### src/rtl/scroll_sequencer.sv
// scroll_sequencer
//   Four-digit scrolling character sequencer. A 2-bit offset advances either
//   automatically (prescaled from clk) or by a manual step pulse. The four
//   digit outputs show the offset and its three successors, so the pattern
//   0,1,2,3 rotates across HEX3..HEX0.
//
// Parameters
//   TICK_DIV   clk cycles per advance at speed 0 (must be >= 8)
//
// Ports
//   clk        system clock, rising edge
//   aclr       asynchronous reset, active low
//   run        auto-scroll enable (asynchronous level)
//   dir        0 = offset counts up, 1 = offset counts down (asynchronous level)
//   step       each rising edge requests one manual advance (asynchronous level)
//   speed      prescaler divisor select, period = TICK_DIV >> speed (quasi-static)
//   offset     current scroll position
//   char_hex3..char_hex0  character code per digit, HEX3 leftmost
//   tick       one-cycle pulse in the cycle a new offset first appears
//   state      FSM state: 00 STOP, 01 RUN, 10 STEP
module scroll_sequencer #(
   parameter int TICK_DIV = 50000000
) (
   input  logic       clk,
   input  logic       aclr,
   input  logic       run,
   input  logic       dir,
   input  logic       step,
   input  logic [1:0] speed,
   output logic [1:0] offset,
   output logic [1:0] char_hex3,
   output logic [1:0] char_hex2,
   output logic [1:0] char_hex1,
   output logic [1:0] char_hex0,
   output logic       tick,
   output logic [1:0] state
);

   // Number of bits needed to hold the value passed in.
   function automatic int clogb2(input int value);
      int v;
      int bits;
      v    = value;
      bits = 0;
      while (v > 0) begin
         bits = bits + 1;
         v    = v >> 1;
      end
      return bits;
   endfunction

   localparam int PW = clogb2(TICK_DIV - 1);

   typedef enum logic [1:0] {
      ST_STOP = 2'b00,
      ST_RUN  = 2'b01,
      ST_STEP = 2'b10
   } state_t;

   // Two-flop synchronizers plus the step edge-detect flop.
   logic run_meta_reg, run_s_reg;
   logic dir_meta_reg, dir_s_reg;
   logic step_meta_reg, step_s_reg, step_d_reg;
   logic step_p;

   state_t        state_reg, state_next;
   logic [1:0]    offset_reg, offset_next;
   logic [PW-1:0] presc_reg, presc_next;
   logic          tick_reg, tick_next;

   logic [31:0]   limit;
   logic [1:0]    offset_adv;
   logic          presc_done;

   always_ff @(posedge clk or negedge aclr) begin
      if (!aclr) begin
         run_meta_reg  <= 1'b0;
         run_s_reg     <= 1'b0;
         dir_meta_reg  <= 1'b0;
         dir_s_reg     <= 1'b0;
         step_meta_reg <= 1'b0;
         step_s_reg    <= 1'b0;
         step_d_reg    <= 1'b0;
      end else begin
         run_meta_reg  <= run;
         run_s_reg     <= run_meta_reg;
         dir_meta_reg  <= dir;
         dir_s_reg     <= dir_meta_reg;
         step_meta_reg <= step;
         step_s_reg    <= step_meta_reg;
         step_d_reg    <= step_s_reg;
      end
   end

   assign step_p = step_s_reg & ~step_d_reg;

   // Period shrinks with speed; evaluated every cycle so a speed change acts at once.
   assign limit      = 32'(TICK_DIV) >> speed;
   // ">=" rather than "==" so a count stranded above a freshly lowered limit
   // still fires on the next edge instead of wrapping the whole counter.
   assign presc_done = 32'(presc_reg) >= (limit - 32'd1);
   // 2-bit arithmetic wraps naturally: 3->0 going up, 0->3 going down.
   assign offset_adv = dir_s_reg ? (offset_reg - 2'd1) : (offset_reg + 2'd1);

   always_ff @(posedge clk or negedge aclr) begin
      if (!aclr) begin
         state_reg  <= ST_STOP;
         offset_reg <= 2'd0;
         presc_reg  <= '0;
         tick_reg   <= 1'b0;
      end else begin
         state_reg  <= state_next;
         offset_reg <= offset_next;
         presc_reg  <= presc_next;
         tick_reg   <= tick_next;
      end
   end

   always_comb begin
      state_next  = state_reg;
      offset_next = offset_reg;
      presc_next  = presc_reg;
      tick_next   = 1'b0;
      case (state_reg)
         ST_STOP: begin
            presc_next = '0;
            if (step_p) begin
               // Manual advance happens on the edge that enters STEP.
               state_next  = ST_STEP;
               offset_next = offset_adv;
               tick_next   = 1'b1;
            end else if (run_s_reg) begin
               state_next = ST_RUN;
            end
         end
         ST_STEP: begin
            presc_next = '0;
            state_next = run_s_reg ? ST_RUN : ST_STOP;
         end
         ST_RUN: begin
            // step_p is deliberately ignored here and not remembered.
            if (!run_s_reg) begin
               state_next = ST_STOP;
               presc_next = '0;
            end else if (presc_done) begin
               presc_next  = '0;
               offset_next = offset_adv;
               tick_next   = 1'b1;
            end else begin
               presc_next = presc_reg + 1'b1;
            end
         end
         default: begin
            state_next = ST_STOP;
            presc_next = '0;
         end
      endcase
   end

   assign offset    = offset_reg;
   assign tick      = tick_reg;
   assign state     = state_reg;
   assign char_hex3 = offset_reg;
   assign char_hex2 = offset_reg + 2'd1;
   assign char_hex1 = offset_reg + 2'd2;
   assign char_hex0 = offset_reg + 2'd3;

endmodule
### config.mk
export PLATFORM = sky130hd
export DESIGN_NAME = scroll_sequencer
export DESIGN_NICKNAME = d
export VERILOG_FILES = /design/src/rtl/scroll_sequencer.sv
export SDC_FILE = /design/constraint.sdc
export NUM_CORES = 1
export LEC_CHECK = 0
export ABC_CLOCK_PERIOD_IN_PS = 1900
export CAP_MARGIN = 20
export CORE_MARGIN = 2
export CORE_UTILIZATION = 30
export CTS_BUF_LIST = sky130_fd_sc_hd__clkbuf_8 sky130_fd_sc_hd__clkbuf_16
export CTS_CLUSTER_DIAMETER = 80
export DETAILED_ROUTE_END_ITERATION = 10
export PLACE_DENSITY = 0.6
export SLEW_MARGIN = 5
export SYNTH_ARGS = -nofsm -noshare
export SYNTH_HDL_FRONTEND = slang
export SYNTH_SLANG_ARGS = --single-unit
### constraint.sdc
create_clock -name clk -period 1.9 [get_ports clk]
set_input_delay 0.57 -clock clk [delete_from_list [all_inputs] [get_ports clk]]
set_output_delay 0.57 -clock clk [all_outputs]
set_load 0.05 [all_outputs]
==> results.py, run 1 <==
metrics = {
    "routing": {
        "routed_wl_microns": 5090,
        "drt_iter0_markers": 73,
        "drc": 0,
        "viasPerCell": 4.53,
        "wire_per_inst_microns": 13.6,
        "drt-pass1-iter-count": 4,
        "vias": 1700,
        "drtAntennaViolNets": 0,
    },
    "synth": {
        "async_flop_share_pct": 100,
        "synth_cell_type_count": 31,
        "syn_avg_cell_area_sq_um": 9.69,
        "ys_top_cells_by_count": "nor2_1, dfrtp_1, ha_1, nand2_1, xor2_1",
        "yosysSeqAreaShare_pct": 44.0,
        "yosys_warnings": 0,
        "synth_top_cell_area_share_pct": 44.0,
        "synth_ff_type": "dfrtp_1",
        "synth.top_cells.by_area": "dfrtp_1, ha_1, xor2_1",
        "yosysMostFrequentCell": "nor2_1",
        "synth_edf_count": 0,
        "yosysTopAreaCell": "dfrtp_1",
        "syn_inst": 223,
        "netlist_area_sq_mm": 0.00216,
        "syn-num-nets": 251,
        "synth-seq-cells": 38,
    },
    "place": {
        "place_area_sq_mm": 0.00283,
        "io_buffers": 19,
        "place_ws_ns": -1.18,
        "numPlacedInstances": 362,
        "gp_congestion": 0.801,
        "dp_hpwl_microns": 3470,
    },
    "hold_path": {
        "holdCritPathClass": "primary input to asynchronous set/reset pin",
    },
    "sta": {
        "report.final.slew_viol_count": 0,
        "finalHoldViolations": 0,
        "fin_skew_ns": 0.0113,
        "hold-worst-slack_ns": 0.220,
        "fin_crit_ns": 2.28,
        "setup_viol": 29,
        "fin_setup_tns_ns": -10.21,
        "min_period_over_period_pct": 120,
        "rsz0062_at_grt": "true",
        "max_freq_mhz": 439,
        "slew_headroom_pct": 66.4,
        "worstMarginPinSlew_ns": 0.497,
        "timing.final.ws_setup_ns": -0.378,
    },
    "die": {
        "ios": 20,
        "dieArea_sq_mm": 0.00790,
        "core_area_sq_mm": 0.00687,
        "rows": 30,
        "die_width_microns": 88.9,
        "start_util_pct": 31.5,
        "chipHeight_microns": 88.9,
    },
    "worst_setup_path": {
        "cp.arrival_ns": 2.50,
        "critPathMaxFanout": 13,
        "path_delay_family": "adder cells",
        "cp-start-kind": "primary input",
        "path_common_cell": "ha_4",
        "cp_slowest_stage_delay_ns": 0.31,
        "end_kind": "register",
        "crit_buf_inv": 4,
        "path_cells": "buf_8 > buf_6 > nor2_4 > inv_2 > ha_4 > ha_4 > a21o_1 > maj3_2 > a21oi_2 > o221ai_2 > nand2_2 > nand3b_4 > buf_12 > nor2_1",
        "worstPathRequired_ns": 2.12,
        "crit_slowest_cell": "maj3_2",
        "critPathKind": "primary input to register",
    },
    "global_route": {
        "grt_pass1_vias": 1742,
        "overflow": 0,
        "groute.usage.overall_pct": 14.3,
        "antenna_found_initial": 0,
        "grt_max_degree": 22,
        "grt_pass1_wl_microns": 8380,
    },
    "clock_tree": {
        "root_buffer": "clkbuf_8",
        "clkLatencyLatePin_ns": 0.29,
        "clkTransAtPathRegs_ns": 0.08,
        "cts_tree": "yes",
        "hold_buffers": 0,
        "cts-buffers-inserted": 5,
        "clock_path_buffers": 2,
        "clock-sinks": 38,
        "htreeDepth": 2,
    },
    "power": {
        "ir_drop_v": 0.000379,
        "power_leakage_nw": 1.43,
        "power_density_mw_per_mm2": 884,
        "power_mw": 2.80,
    },
    "final_layout": {
        "largest_reg_flops": 26,
        "final_layout_size_suffix_gt1_share_pct": 38.4,
        "syn_to_final_growth_pct": 46.8,
        "fin_nets": 306,
        "final_cell_area_sq_mm": 0.00317,
        "post-route-util_pct": 46.2,
        "instances_no_fill": 375,
        "fill_cells": 625,
        "insertedDiodeCount": 0,
    },
    "job": {
        "max-cap-violations": 0,
    },
    "run_status": {
        "violations": "setup timing",
        "status": "finished with violations",
    },
}
where the power goes:
part           leakage [nW]  switching [mW]  internal [mW]
registers             0.505          0.0353          0.846
clock network        0.0519           0.270          0.244
logic                 0.869           0.766          0.642
total                  1.43            1.07           1.73
kinds of logic after synthesis:
logic type	after synthesis	synth area share, %
other	2	0.348
adders and majority gates	23	13.1
DFF	38	44.0
and+or+nand+nor	92	20.1
AOI/OAI and AO/OA	16	5.04
xor gates and xnor gates	30	12.2
buffers and inverters	22	5.21
final cells by class:
cell class,count,area [sq um],share of cell area (%)
Sequential cell,38,952,30.0
Multi-Input combinational cell,163,1350,42.6
Inverter,12,45.0,1.42
Clock buffer,5,68.8,2.17
Tap cell,96,120,3.79
Timing Repair Buffer,58,624,19.7
Clock inverter,3,11.3,0.355
worst paths after layout:
| check | from | to | slack, ns | cells past startpoint |
|---|---|---|---|---|
| setup / recovery | speed[1] | presc_reg[21] | -0.38 | 14 |
| hold / removal | aclr | presc_reg[4] | 0.22 | 1 |
| setup reg to reg | presc_reg[13] | presc_reg[21] | -0.18 | 9 |
| hold reg to reg | step_meta_reg | step_s_reg | 0.35 | 0 |
| max in group asynchronous | aclr | char_hex3[0] | 1.19 | 2 |
| min in group clk | step_meta_reg | step_s_reg | 0.35 | 0 |
cells in the final DEF, fill, tap and decap left out, drive strengths merged, types with 3 or more instances in the layout:
cell type,instances
clkdlybuf4s50,3
and3,6
inv,15
nor2,39
dfrtp,38
a21oi,7
xnor2,10
nand3,9
xor2,20
clkbuf,5
buf,55
ha,21
nand4,11
nand2,21
per-layer routing:
metal	wire, microns	track usage [%]	share of wire, %
met4	74	4.96	1.5
met1	2280	17.6	45
met3	152	2.89	3.0
met2	2580	24.8	51
met5	0	0	0
what timing repair did:
| action | CTS | global route |
|---|---|---|
| pin swaps | 6 | 9 |
| endpoints found under the setup margin | 29 | 30 |
| hold endpoints to repair | 0 | 0 |
| gates cloned | 2 | 0 |
| buffers inserted | 4 | 1 |
| resized for setup | 45 | 20 |
No activity file was read; power rests on OpenSTA's default activity.
==> run 2: changes to the inputs <==
- CTS_CLUSTER_DIAMETER: 80 -> 30
==> results of run 2 <==
No change in the layout: final DEF, timing and power equal those of run 1.
==> run 3: changes to the inputs <==
- CORE_MARGIN: 2 -> 4
- RECOVER_POWER: not set -> 25
==> results.py, run 3 (synthesis results as in run 1) <==
metrics = {
    "sta": {
        "min_period_over_period_pct": 122,
        "fin_skew_ns": 0.00670,
        "timing.final.ws_setup_ns": -0.417,
        "worstMarginPinSlew_ns": 1.11,
        "setup_viol": 29,
        "fin_crit_ns": 2.32,
        "report.final.slew_viol_count": 0,
        "hold-worst-slack_ns": 0.348,
        "finalHoldViolations": 0,
        "max_freq_mhz": 432,
        "rsz0062_at_grt": "true",
        "slew_headroom_pct": 25.7,
    },
    "routing": {
        "vias": 1722,
        "drt-pass1-iter-count": 6,
        "drtAntennaViolNets": 0,
        "viasPerCell": 4.57,
        "wire_per_inst_microns": 13.2,
        "routed_wl_microns": 4960,
        "drc": 0,
        "drt_iter0_markers": 81,
    },
    "worst_setup_path": {
        "r2r-start": "presc_reg[13]",
        "end_kind": "register",
        "endpoint": "presc_reg[17]",
        "rrSetupSlack_ns": -0.17,
        "reg2reg_depth": 9,
        "worstPathRequired_ns": 2.07,
        "cp.arrival_ns": 2.49,
        "reg2reg_to": "presc_reg[17]",
        "critPathMaxFanout": 7,
        "critPathKind": "primary input to register",
        "crit_start": "speed[0]",
        "cp-start-kind": "primary input",
    },
    "run_status": {
        "violations": "setup timing",
        "status": "finished with violations",
    },
    "job": {
        "max-cap-violations": 0,
    },
    "clock_tree": {
        "cts_tree": "yes",
        "clock_path_buffers": 2,
        "cts-buffers-inserted": 5,
        "clkLatencyLatePin_ns": 0.28,
        "htreeDepth": 2,
        "root_buffer": "clkbuf_8",
        "clkTransAtPathRegs_ns": 0.07,
        "clock-sinks": 38,
    },
    "global_route": {
        "met2_usage_pct": 20.6,
        "groute.usage.overall_pct": 12.3,
        "grt_pass1_wl_microns": 8350,
        "grt_use_met1_pct": 15.9,
        "antenna_found_initial": 0,
        "grt_pass1_vias": 1796,
        "grt_max_degree": 22,
        "grt_use_met3_pct": 2.76,
        "grt.busiest_layer": "met2",
        "overflow": 0,
    },
    "die": {
        "rows": 30,
        "dieArea_sq_mm": 0.00862,
        "die_width_microns": 92.9,
        "core_area_sq_mm": 0.00691,
        "chipHeight_microns": 92.9,
        "start_util_pct": 31.3,
        "ios": 20,
    },
    "power": {
        "power_leakage_nw": 1.43,
        "net-switching-power_mw": 1.07,
        "power_density_mw_per_mm2": 886,
        "power_frac_comb_pct": 48.4,
        "seqPwrFrac_pct": 32.0,
        "ir_drop_v": 0.000369,
        "p_int_mw": 1.76,
        "power_frac_clock_pct": 19.6,
        "p_sw_share_pct": 37.8,
    },
    "final_layout": {
        "final_common_cell": "buf_4",
        "post-route-util_pct": 46.3,
        "fin_nets": 308,
        "layout_common_cells": "buf_4, dfrtp_1, nand2_1",
        "syn_to_final_growth_pct": 48.0,
        "largest_reg_flops": 26,
        "instances_no_fill": 377,
        "insertedDiodeCount": 0,
        "final_cell_area_sq_mm": 0.00320,
        "final_layout_size_suffix_gt1_share_pct": 38.8,
    },
    "place": {
        "io_buffers": 19,
        "numPlacedInstances": 362,
        "place_area_sq_mm": 0.00282,
        "gp_congestion": 0.834,
        "place_ws_ns": -1.14,
        "dp_hpwl_microns": 3460,
    },
    "hold_path": {
        "holdCritPathClass": "register to register",
    },
}
## run 3: changes by cell type in the layout (fill, tap and decap cells not counted)
cell and change:
nor2_4 +1, buf_12 -4, clkbuf_8 +1, nor2_1 -1, buf_4 +1, buf_16 +1
buf_2 -2, clkinv_2 +1, buf_6 +3, buf_8 +2, nand2_2 -2, clkbuf_1 +1
nand2_1 +2, inv_1 -2
## run 3: area by class of cell
type	instances	area, sq um
Inverter	12	45.0
Fill cell	643	3710
Tap cell	96	120
Multi-Input combinational cell	163	1350
Clock inverter	2	8.76
Sequential cell	38	952
Clock buffer	6	82.6
Timing Repair Buffer	60	637
## run 3: what timing repair did
item / 4_1_cts / 5_1_grt
hold buffers: 0 / 0
gates resized for setup: 43 / 29
cloned: 3 / 0
pin swaps: 9 / 8
endpoints found under the setup margin: 29 / 29
buffers inserted: 6 / 1
endpoints found under the hold margin: 0 / 0
## run 3: worst min-delay path by stage
stage	start	slack, ns	depth (start not counted)	endpoint
after floorplan	aclr	0.27	0	char_hex3[0]
after global placement	run_meta_reg	0.33	0	run_s_reg
after detailed placement	run_meta_reg	0.34	0	run_s_reg
after CTS	aclr	0.25	1	tick
after global routing	run_meta_reg	0.36	0	run_s_reg
final	run_meta_reg	0.35	0	run_s_reg
## run 3: power by group through the flow
stage | Combinational (mW) | Clock, mW | Sequential [mW]
after global routing | 1.42 | 0.618 | 0.913
final | 1.37 | 0.555 | 0.907
after floorplan | 0.609 | 0 | 0.995
after detailed placement | 1.34 | 0 | 0.924
after CTS | 1.40 | 0.574 | 0.908
after global placement | 1.33 | 0 | 0.921
## run 3: per-stage QoR
stage               power (mW)  setup TNS, ns
finish                    2.83         -10.89
detailed placement        2.26         -32.09
floorplan                 1.60          -8.28
global placement          2.25         -30.96
CTS                       2.88         -12.31
global route              2.95         -14.21
## run 3: per-layer routing
| metal | routed length, microns | share of wire [%] |
|---|---|---|
| met5 | 0 | 0 |
| met4 | 46 | 0.93 |
| met3 | 175 | 3.5 |
| met2 | 2460 | 50 |
| met1 | 2280 | 46 |
## run 3: worst max-delay path, stage by stage
cell,delay (ns)
buf_6,0.09
buf_6,0.11
buf_4,0.12
nor2_2,0.12
ha_4,0.23
ha_4,0.26
nand4_1,0.08
o22ai_2,0.14
a211oi_2,0.06
o221ai_2,0.18
nand2_1,0.11
nand3b_4,0.16
buf_6,0.20
nor2_2,0.04
